`config.mk`:
```
export PLATFORM = sky130hd
export DESIGN_NAME = alu_result_collector
export DESIGN_NICKNAME = d
export VERILOG_FILES = /design/src/rtl/alu_pkg.sv /design/src/rtl/alu_result_collector_result_fifo.sv /design/src/rtl/alu_result_collector.sv
export SDC_FILE = /design/constraint.sdc
export NUM_CORES = 1
export LEC_CHECK = 0
export CORE_ASPECT_RATIO = 1.4
export CORE_UTILIZATION = 39
export CTS_BUF_LIST = sky130_fd_sc_hd__clkbuf_16
export CTS_CLUSTER_SIZE = 28
export DETAILED_ROUTE_END_ITERATION = 7
export PLACE_DENSITY = 0.71
export RECOVER_POWER = 100
export SYNTH_ARGS = -nofsm -noshare
export SYNTH_HDL_FRONTEND = slang
export SYNTH_SLANG_ARGS = --single-unit
export TNS_END_PERCENT = 30
```
`constraint.sdc`:
```
create_clock -name CLK -period 6.7 [get_ports CLK]
set_clock_uncertainty 0.15 [all_clocks]
set_input_delay 1.34 -clock CLK [delete_from_list [all_inputs] [get_ports CLK]]
set_output_delay 1.34 -clock CLK [all_outputs]
set_load 0.005 [all_outputs]
```
`src/rtl/alu_pkg.sv`:
```
// ============================================================================
// Module : alu_pkg
// Desc   : Shared unit codes and packed-entry field layout for the ALU
//          result collector.
// Rev    : 1.0  initial release
// ============================================================================
`default_nettype none

package alu_pkg;

    // Unit codes tagged onto every captured result
    localparam logic [1:0] ARITH_U = 2'b00;
    localparam logic [1:0] LOGIC_U = 2'b01;
    localparam logic [1:0] CMP_U   = 2'b10;
    localparam logic [1:0] SHIFT_U = 2'b11;

    // Field widths of the metadata that sits above the data field
    localparam int CARRY_WD = 1;
    localparam int OP_WD    = 2;
    localparam int UNIT_WD  = 2;

    // Bit offsets measured from the top of the data field (i.e. add the
    // data width to get the absolute position inside a packed entry)
    localparam int CARRY_OFS = 0;
    localparam int OP_OFS    = CARRY_OFS + CARRY_WD;
    localparam int UNIT_OFS  = OP_OFS + OP_WD;
    localparam int PAR_OFS   = UNIT_OFS + UNIT_WD;
    localparam int META_WD   = PAR_OFS;

endpackage

`default_nettype wire

```
`src/rtl/alu_result_collector_result_fifo.sv`:
```
// ============================================================================
// Module : result_fifo
// Desc   : Generic synchronous FIFO with wrap-bit pointers; a push into a full
//          FIFO is accepted when a pop frees the slot in the same cycle.
// Rev    : 1.0  initial release
// ============================================================================
`default_nettype none

module result_fifo #(
    parameter int WIDTH = 8,
    parameter int DEPTH = 4
) (
    input  logic             clk,
    input  logic             rst,
    input  logic             i_push,
    input  logic [WIDTH-1:0] i_data,
    input  logic             i_pop,
    output logic [WIDTH-1:0] o_data,
    output logic             o_full,
    output logic             o_empty
);

    localparam int c_AW = $clog2(DEPTH);

    logic [c_AW:0]      r_wr_ptr;
    logic [c_AW:0]      r_rd_ptr;
    logic [WIDTH-1:0]   r_mem [DEPTH];

    logic               w_empty;
    logic               w_full;
    logic               w_pop;
    logic               w_push;

    assign w_empty = (r_wr_ptr == r_rd_ptr);
    assign w_full  = (r_wr_ptr[c_AW-1:0] == r_rd_ptr[c_AW-1:0]) &&
                     (r_wr_ptr[c_AW]     != r_rd_ptr[c_AW]);
    assign w_pop   = i_pop && !w_empty;
    assign w_push  = i_push && (!w_full || w_pop);

    always_ff @(posedge clk or posedge rst) begin
        if (rst) begin
            r_wr_ptr <= '0;
            r_rd_ptr <= '0;
        end else begin
            if (w_push) r_wr_ptr <= r_wr_ptr + 1'b1;
            if (w_pop)  r_rd_ptr <= r_rd_ptr + 1'b1;
        end
    end

    // Storage is cleared too so the head output reads zero after reset
    generate
        for (genvar i = 0; i < DEPTH; i++) begin : g_mem
            always_ff @(posedge clk or posedge rst) begin
                if (rst) begin
                    r_mem[i] <= '0;
                end else if (w_push && (r_wr_ptr[c_AW-1:0] == c_AW'(i))) begin
                    r_mem[i] <= i_data;
                end
            end
        end
    endgenerate

    assign o_data  = r_mem[r_rd_ptr[c_AW-1:0]];
    assign o_full  = w_full;
    assign o_empty = w_empty;

endmodule

`default_nettype wire

```
`src/rtl/alu_result_collector.sv`:
```
// ============================================================================
// Module : alu_result_collector
// Desc   : Captures the ALU's registered unit result, tags it with unit/op and
//          queues it on a valid/ready port. ALU_RESULT_PARITY_EN adds per-entry
//          even parity (RES_PAR) and a sticky parity error (PAR_ERR).
// Rev    : 1.0  initial release
// ============================================================================
`default_nettype none

module alu_result_collector
    import alu_pkg::*;
#(
    parameter int IN_WD    = 16,
    parameter int ARITH_WD = 2 * IN_WD,
    parameter int DEPTH    = 4,
    parameter int CNT_WD   = 8
) (
    input  logic                CLK,
    input  logic                RST,
    input  logic [3:0]          ALU_FUN,
    input  logic [ARITH_WD-1:0] ARITH_OUT,
    input  logic [IN_WD-1:0]    LOGIC_OUT,
    input  logic [IN_WD-1:0]    CMP_OUT,
    input  logic [IN_WD-1:0]    SHIFT_OUT,
    input  logic                CARRY_OUT,
    input  logic                ARITH_FLAG,
    input  logic                LOGIC_FLAG,
    input  logic                CMP_FLAG,
    input  logic                SHIFT_FLAG,
    output logic [ARITH_WD-1:0] RES_DATA,
    output logic [1:0]          RES_UNIT,
    output logic [1:0]          RES_OP,
    output logic                RES_CARRY,
    output logic                RES_VALID,
    input  logic                RES_READY,
    output logic                FULL,
    output logic [CNT_WD-1:0]   DROP_CNT,
    output logic                MULTI_ERR
`ifdef ALU_RESULT_PARITY_EN
    ,
    output logic                RES_PAR,
    output logic                PAR_ERR
`endif
);

`ifdef ALU_RESULT_PARITY_EN
    localparam int c_PAR_WD = 1;
`else
    localparam int c_PAR_WD = 0;
`endif
    localparam int c_ENTRY_WD = ARITH_WD + META_WD + c_PAR_WD;

    logic [3:0]            r_fun_d;
    logic [CNT_WD-1:0]     r_drop_cnt;
    logic                  r_multi_err;

    logic [3:0]            w_flags;
    logic                  w_capture;
    logic                  w_multi;
    logic [ARITH_WD-1:0]   w_data;
    logic [1:0]            w_unit;
    logic                  w_carry;
    logic [c_ENTRY_WD-1:0] w_entry;
    logic [c_ENTRY_WD-1:0] w_head;
    logic                  w_full;
    logic                  w_empty;
    logic                  w_pop;
    logic                  w_drop;
    logic                  unused_fun_hi;

    assign w_flags   = {ARITH_FLAG, LOGIC_FLAG, CMP_FLAG, SHIFT_FLAG};
    assign w_capture = |w_flags;
    assign w_multi   = |(w_flags & (w_flags - 4'd1));

    // ALU results land one cycle after their opcode, so pair with the delayed copy
    always_ff @(posedge CLK or posedge RST) begin
        if (RST) r_fun_d <= '0;
        else     r_fun_d <= ALU_FUN;
    end
    assign unused_fun_hi = ^r_fun_d[3:2];

    always_comb begin
        w_data  = '0;
        w_unit  = ARITH_U;
        w_carry = 1'b0;
        if (ARITH_FLAG) begin
            w_data  = ARITH_OUT;
            w_unit  = ARITH_U;
            w_carry = CARRY_OUT;
        end else if (LOGIC_FLAG) begin
            w_data  = ARITH_WD'(LOGIC_OUT);
            w_unit  = LOGIC_U;
        end else if (CMP_FLAG) begin
            w_data  = ARITH_WD'(CMP_OUT);
            w_unit  = CMP_U;
        end else if (SHIFT_FLAG) begin
            w_data  = ARITH_WD'(SHIFT_OUT);
            w_unit  = SHIFT_U;
        end
    end

    always_comb begin
        w_entry = '0;
        w_entry[ARITH_WD-1:0]                = w_data;
        w_entry[ARITH_WD + CARRY_OFS]        = w_carry;
        w_entry[ARITH_WD + OP_OFS +: OP_WD]  = r_fun_d[1:0];
        w_entry[ARITH_WD + UNIT_OFS +: UNIT_WD] = w_unit;
`ifdef ALU_RESULT_PARITY_EN
        w_entry[ARITH_WD + PAR_OFS] = ^w_entry[ARITH_WD + PAR_OFS - 1:0];
`endif
    end

    result_fifo #(
        .WIDTH (c_ENTRY_WD),
        .DEPTH (DEPTH)
    ) u_fifo (
        .clk     (CLK),
        .rst     (RST),
        .i_push  (w_capture),
        .i_data  (w_entry),
        .i_pop   (RES_READY),
        .o_data  (w_head),
        .o_full  (w_full),
        .o_empty (w_empty)
    );

    assign w_pop  = !w_empty && RES_READY;
    assign w_drop = w_capture && w_full && !w_pop;

    always_ff @(posedge CLK or posedge RST) begin
        if (RST) begin
            r_drop_cnt  <= '0;
            r_multi_err <= 1'b0;
        end else begin
            if (w_drop && (r_drop_cnt != {CNT_WD{1'b1}})) r_drop_cnt <= r_drop_cnt + 1'b1;
            if (w_multi) r_multi_err <= 1'b1;
        end
    end

`ifdef ALU_RESULT_PARITY_EN
    logic r_par_err;

    // Even parity: the stored bit plus all covered fields must XOR to zero
    always_ff @(posedge CLK or posedge RST) begin
        if (RST)                         r_par_err <= 1'b0;
        else if (w_pop && (^w_head))     r_par_err <= 1'b1;
    end

    assign RES_PAR = w_head[ARITH_WD + PAR_OFS];
    assign PAR_ERR = r_par_err;
`endif

    assign RES_DATA  = w_head[ARITH_WD-1:0];
    assign RES_CARRY = w_head[ARITH_WD + CARRY_OFS];
    assign RES_OP    = w_head[ARITH_WD + OP_OFS +: OP_WD];
    assign RES_UNIT  = w_head[ARITH_WD + UNIT_OFS +: UNIT_WD];
    assign RES_VALID = !w_empty;
    assign FULL      = w_full;
    assign DROP_CNT  = r_drop_cnt;
    assign MULTI_ERR = r_multi_err;

endmodule

`default_nettype wire

```
[Word-level counts from Yosys, hierarchy flattened]
Cells that the tools add are included.
Word-level totals
  output and inout port bits: 48
  flip-flop bits (word level): 165
  input bits: 92
  logic and storage cells: 52
Operators by class
  $add $sub $neg: 4
  reduce and logical (&&, ||, !) cells: 17
  $lt $le $gt $ge: 1
  multiplexer cells: 12
  eq/ne operators: 7
  bitwise gates (word level): 2
Operators with widths (number)
  37-bit binary-select mux with 2-bit select: 1
  37-bit two-way mux: 2
  16-bit two-way mux: 3
  32-bit two-way mux: 1
  1-bit logical AND: 10
  8-bit by 1-bit adder with 8-bit output, second input constant: 1
  2-bit two-way mux: 4
  8-bit != test, second input constant: 1
  4-bit OR reduction: 2
  3-bit by 1-bit adder with 3-bit output, second input constant: 2
  4-bit AND: 1
  2-bit == test, second input constant: 2
  4-bit by 1-bit subtractor with 4-bit output, second input constant: 1
  3-bit == test: 1
  3-bit greater-or-equal comparator, second input constant: 1
  1-bit zero test: 3
  2-bit NOT with 3-bit output: 1
  2-bit by 1-bit == test with 1-bit output, second input constant: 1
  2-bit == test: 1
  2-bit zero test: 1
  1-bit logical OR: 1
  1-bit two-way mux: 1
  1-bit != test: 1

[Longest topological paths before layout]
  depth after elaboration: 6
  mapped depth: 7
  mapped depth without buffers: 5

[By module]
From an unflattened synthesis, not the netlist that was laid out.
Unflattened totals
  cell total of the unflattened synthesis: 539
  area, all modules: 7988.9 um^2
By module, submodules not included
  result_fifo: sequential area each 3853.7 um^2, cells an instance 393, instances 1, area an instance 6869.1 um^2
  alu_result_collector: sequential area each 275.3 um^2, cells an instance 146, instances 1, area an instance 1119.8 um^2

[Worst setup path before layout]
OpenSTA, ideal clock, no wires.
  path type: flip-flop to output port
  start: register u_fifo.r_rd_ptr[0]
  end: output RES_DATA[1]
  slack: 3651 ps
  cell stages (with the launch flop): 5
  arrival: 1559 ps
  path buffers: 3
  path through: dfrtp_1 > buf_2 > buf_2 > buf_2 > mux4_2
On the way
  cells in the longest elaborated chain, start to end: 4
RTL lines
  start, declared: RTL line alu_result_collector_result_fifo.sv:26  | logic [c_AW:0] r_rd_ptr;
  start signal, assigned: RTL line alu_result_collector_result_fifo.sv:46  | if (w_pop) r_rd_ptr <= r_rd_ptr + 1'b1;
  2-bit NOT with 3-bit output (not written as such): RTL line alu_result_collector_result_fifo.sv:63  | assign o_data = r_mem[r_rd_ptr[c_AW-1:0]];
  37-bit binary-select mux with 2-bit select: RTL line alu_result_collector_result_fifo.sv:63
  37-bit two-way mux (not written as such) (2 in series): RTL line alu_result_collector_result_fifo.sv:63
  end, declared: RTL line alu_result_collector.sv:30  | output logic [ARITH_WD-1:0] RES_DATA,
No other way between the ends. The select of a mux whose other input is x is not followed.

[Worst setup path in the final report]
  start: register u_fifo.r_rd_ptr[0]
  end: output RES_DATA[15]
Same word-level chain as after synthesis.

==> flow_summary_export.csv <==
group,metric,value,unit
outcome,status,"finished, violations left",
outcome,violations,"capacitance limit, slew limit",
power_and_ir_drop,ir_worst_vdd,205,uV
route,drc_errors,0,
floorplanning,core,0.0206,sq mm
route,wl_per_cell,19.5,microns
power_and_ir_drop,power.leakage,0.00445,uW
critical_path,start_kind,"flop",
route,wl_met1,7.44,mm
yosys,yosysTopAreaCell,"dfrtp_1",
yosys,synthesis.nets,669,
critical_path,crit_required,5.21,ns
critical_path,crit_arrival,3.33,ns
critical_path,path_delay_family,"buffers and inverters",
sta,rsz0062_at_grt,"false",
power_and_ir_drop,pwr-share-comb,42.7,%
yosys,synth_enable_flop_cells,0,
layout,drive_gt1_share,29.6,%
cts,postCtsSetupRepairBufs,0,
critical_path,path_class,"flop to primary output",
route,drt-initial-drc-count,250,
cts,post_cts_resize_count,0,
sta,fin_setup_tns,0,ns
critical_path,endpoint_kind,"primary output",
global_routing,track_usage,18.2,%
power_and_ir_drop,cellPowerDensity,471,mW/mm^2
min_path,hold_start,"MULTI_ERR",
flow_run,maxCapViolCount,1,
route,drtAntennaViolNets,0,
critical_path,r2r-end,"u_fifo.r_mem[11]",
yosys,yosysMostFrequentCell,"dfrtp_1",
floorplanning,dieArea,0.0215,sq mm
route,top_layer_used,"met4",
power_and_ir_drop,switching_share,32.0,%
sta,setup_violations,0,
sta,fmax,207,MHz
power_and_ir_drop,internal_power,3250,uW
global_routing,grt_max_degree,115,
global_routing,antenna_found_initial,0,
cts,htreeDepth,4,
layout,area_delta_synth_final,24.1,%
route,viasPerCell,5.33,
place,place.port_buffers,137,
layout,regArea,0.00413,sq mm
sta,finalCritPeriodShare,72.0,%
global_routing,grt_overflow_total,0,
yosys,ys_top_cells_by_count,"165 x dfrtp_1, 126 x mux2_2, 37 x mux4_2, 33 x a21oi_1",
min_path,min_path_cells,1,
place,dp_hpwl,12.2,mm
route,met2WireLength,10.3,mm
critical_path,cp_cell_sequence,"buf_4 -> mux4_2 -> dlygate4sd3_1",
cts,cts_tree,"done",
cts,insertion_delay,0.42,ns
yosys,netlist.area_leader.share,50.5,%
cts,root_buffer,"clkbuf_16",
floorplanning,io_pins,140,
floorplanning,num_rows,62,
layout,antenna_cells,0,
critical_path,r2r_start,"u_fifo.r_rd_ptr[0]",
sta,slew_viol_final,39,
yosys,netlist_instances,571,
yosys,yosysSeqAreaShare,50.5,%
cts,cts_buffer_depth,2,
power_and_ir_drop,power_frac_clock,21.0,%
critical_path,r2r_slack,3.46,ns
floorplanning,start_util,39.7,%
route,wirelength,18.7,mm
critical_path,cp_max_fo,22,
sta,min_period,4.82,ns
route,dr.pass1.iters,5,
floorplanning,die_y,173,microns
power_and_ir_drop,seqPwrFrac,36.3,%
yosys,ys_ff_latch,165,
cts,cts_made_buffers,17,
yosys,synth_area,0.00817,sq mm
yosys,ys_async_sr_fraction,100,%
critical_path,reg2regPathDepth,4,
yosys,ys_warn_count,0,
route,vias,5128,
layout,layout.nets,792,
place,gp_congestion,0.828,
route,dr_wl_met3,646,microns
floorplanning,die_x,124,microns
critical_path,crit_path_top_delay_cell,"dfrtp_1",
cts,hold_buffers,0,
critical_path,cpPeakStageDelay,1.16,ns
layout,fill_cells,1776,
sta,max_slew.worst_pin.slew,1.75,ns
min_path,min_to,"MULTI_ERR",
yosys,ys_types,37,
sta,worst_hold_slack,0.325,ns
cts,clk_pin_slew,0.07,ns
layout,multiInputGateArea,0.00359,sq mm
cts,clock-sinks,165,
sta,hold_viol,0,
global_routing,grt_pass1_wl,30.4,mm
min_path,min_path_type,"flop to flop",
yosys,synthTopCellsByArea,"dfrtp_1 51%, mux2_2 17%, mux4_2 10%",
yosys,syn_avg_cell_area,14.3,sq um
yosys,ys.flop_type,"dfrtp_1",
critical_path,crit_buf_inv,2,
power_and_ir_drop,power_switching,1530,uW
global_routing,grt_pass1_vias,5783,
sta,slew-limit-headroom,-16.7,%
[layer usage]
metal | up-vias | track usage [%]
met1 | 2670 | 21.6
met3 | 23 | 3.70
li1 | 2331 | -
met2 | 104 | 32.5
met4 | 0 | 6.63
met5 | - | 0
[worst max-delay path by stage]
stage / startpoint / endpoint / slack (ns) / cells past startpoint
floorplan: RST / DROP_CNT[0] / 0.75 / 1
global placement: ARITH_FLAG / u_fifo.r_mem[16] / 2.69 / 4
detailed placement: ARITH_FLAG / u_fifo.r_mem[11] / 2.67 / 4
CTS: u_fifo.r_rd_ptr[0] / RES_DATA[15] / 2.30 / 3
global route: u_fifo.r_rd_ptr[0] / RES_DATA[13] / 1.61 / 3
finish: u_fifo.r_rd_ptr[0] / RES_DATA[15] / 1.88 / 3
[stage by stage]
stage	power, uW	util, %	setup WS [ns]	cells	instance area (sq um)
3_3_place_gp	3880	46.8	2.69	931	9620
5_1_grt	5060	49.3	1.61	963	10100
3_5_place_dp	4010	46.8	2.67	931	9620
6_report	4770	49.3	1.88	963	10100
4_1_cts	5020	49.7	2.30	963	10200
2_1_floorplan	3200	-	0.748	571	8170
[power groups by stage]
stage / combinational (uW) / sequential, uW / clock, uW
2_1_floorplan: 1590 / 1610 / 0
5_1_grt: 2200 / 1790 / 1070
6_report: 2040 / 1730 / 1000
3_3_place_gp: 2190 / 1700 / 0
3_5_place_dp: 2250 / 1760 / 0
4_1_cts: 2260 / 1740 / 1020
[cell families after synthesis]
kind of cell	Yosys count	share of synthesized area [%]
AND/OR/NAND/NOR	67	5.02
flip-flops	165	50.5
XOR/XNOR	13	1.49
buffers and inverters	59	4.50
multiplexers	190	32.3
adder cells (fa/ha/maj)	7	1.04
AO/OA/AOI/OAI	70	5.15
[final cells by class]
cell class                 instances  share of cell area (%)
sequential                       165                    40.7
multi-input combinational        347                    35.4
timing repair buffer             143                    13.9
clock buffer                      17                    4.20
tap                              256                    3.16
clock inverter                    15                    1.80
inverter                          20                   0.790
[sequential cells by signal, indices dropped and copies added, names as in the netlist]
name and flops:
u_fifo.r_wr_ptr 3, r_fun_d 2, MULTI_ERR 1, u_fifo.r_mem 148, DROP_CNT 8, u_fifo.r_rd_ptr 3
[cells in the final DEF, fill, tap and decap left out, types with 3 or more instances in the layout]
cell,count
inv_6,7
dlygate4sd3_1,51
dfrtp_1,164
nor2_1,5
o21ai_0,17
nand3_1,6
mux2_1,27
xnor2_1,9
inv_8,4
nand3_4,4
inv_1,19
and2_1,17
buf_4,5
clkbuf_16,17
and3_1,3
xor2_1,3
ha_1,6
a22o_1,16
a21oi_1,33
clkdlybuf4s50_1,85
mux2_2,126
nand2_1,21
mux4_2,37
nor3_1,5
Note: power is estimated with default switching activity, not from simulation.
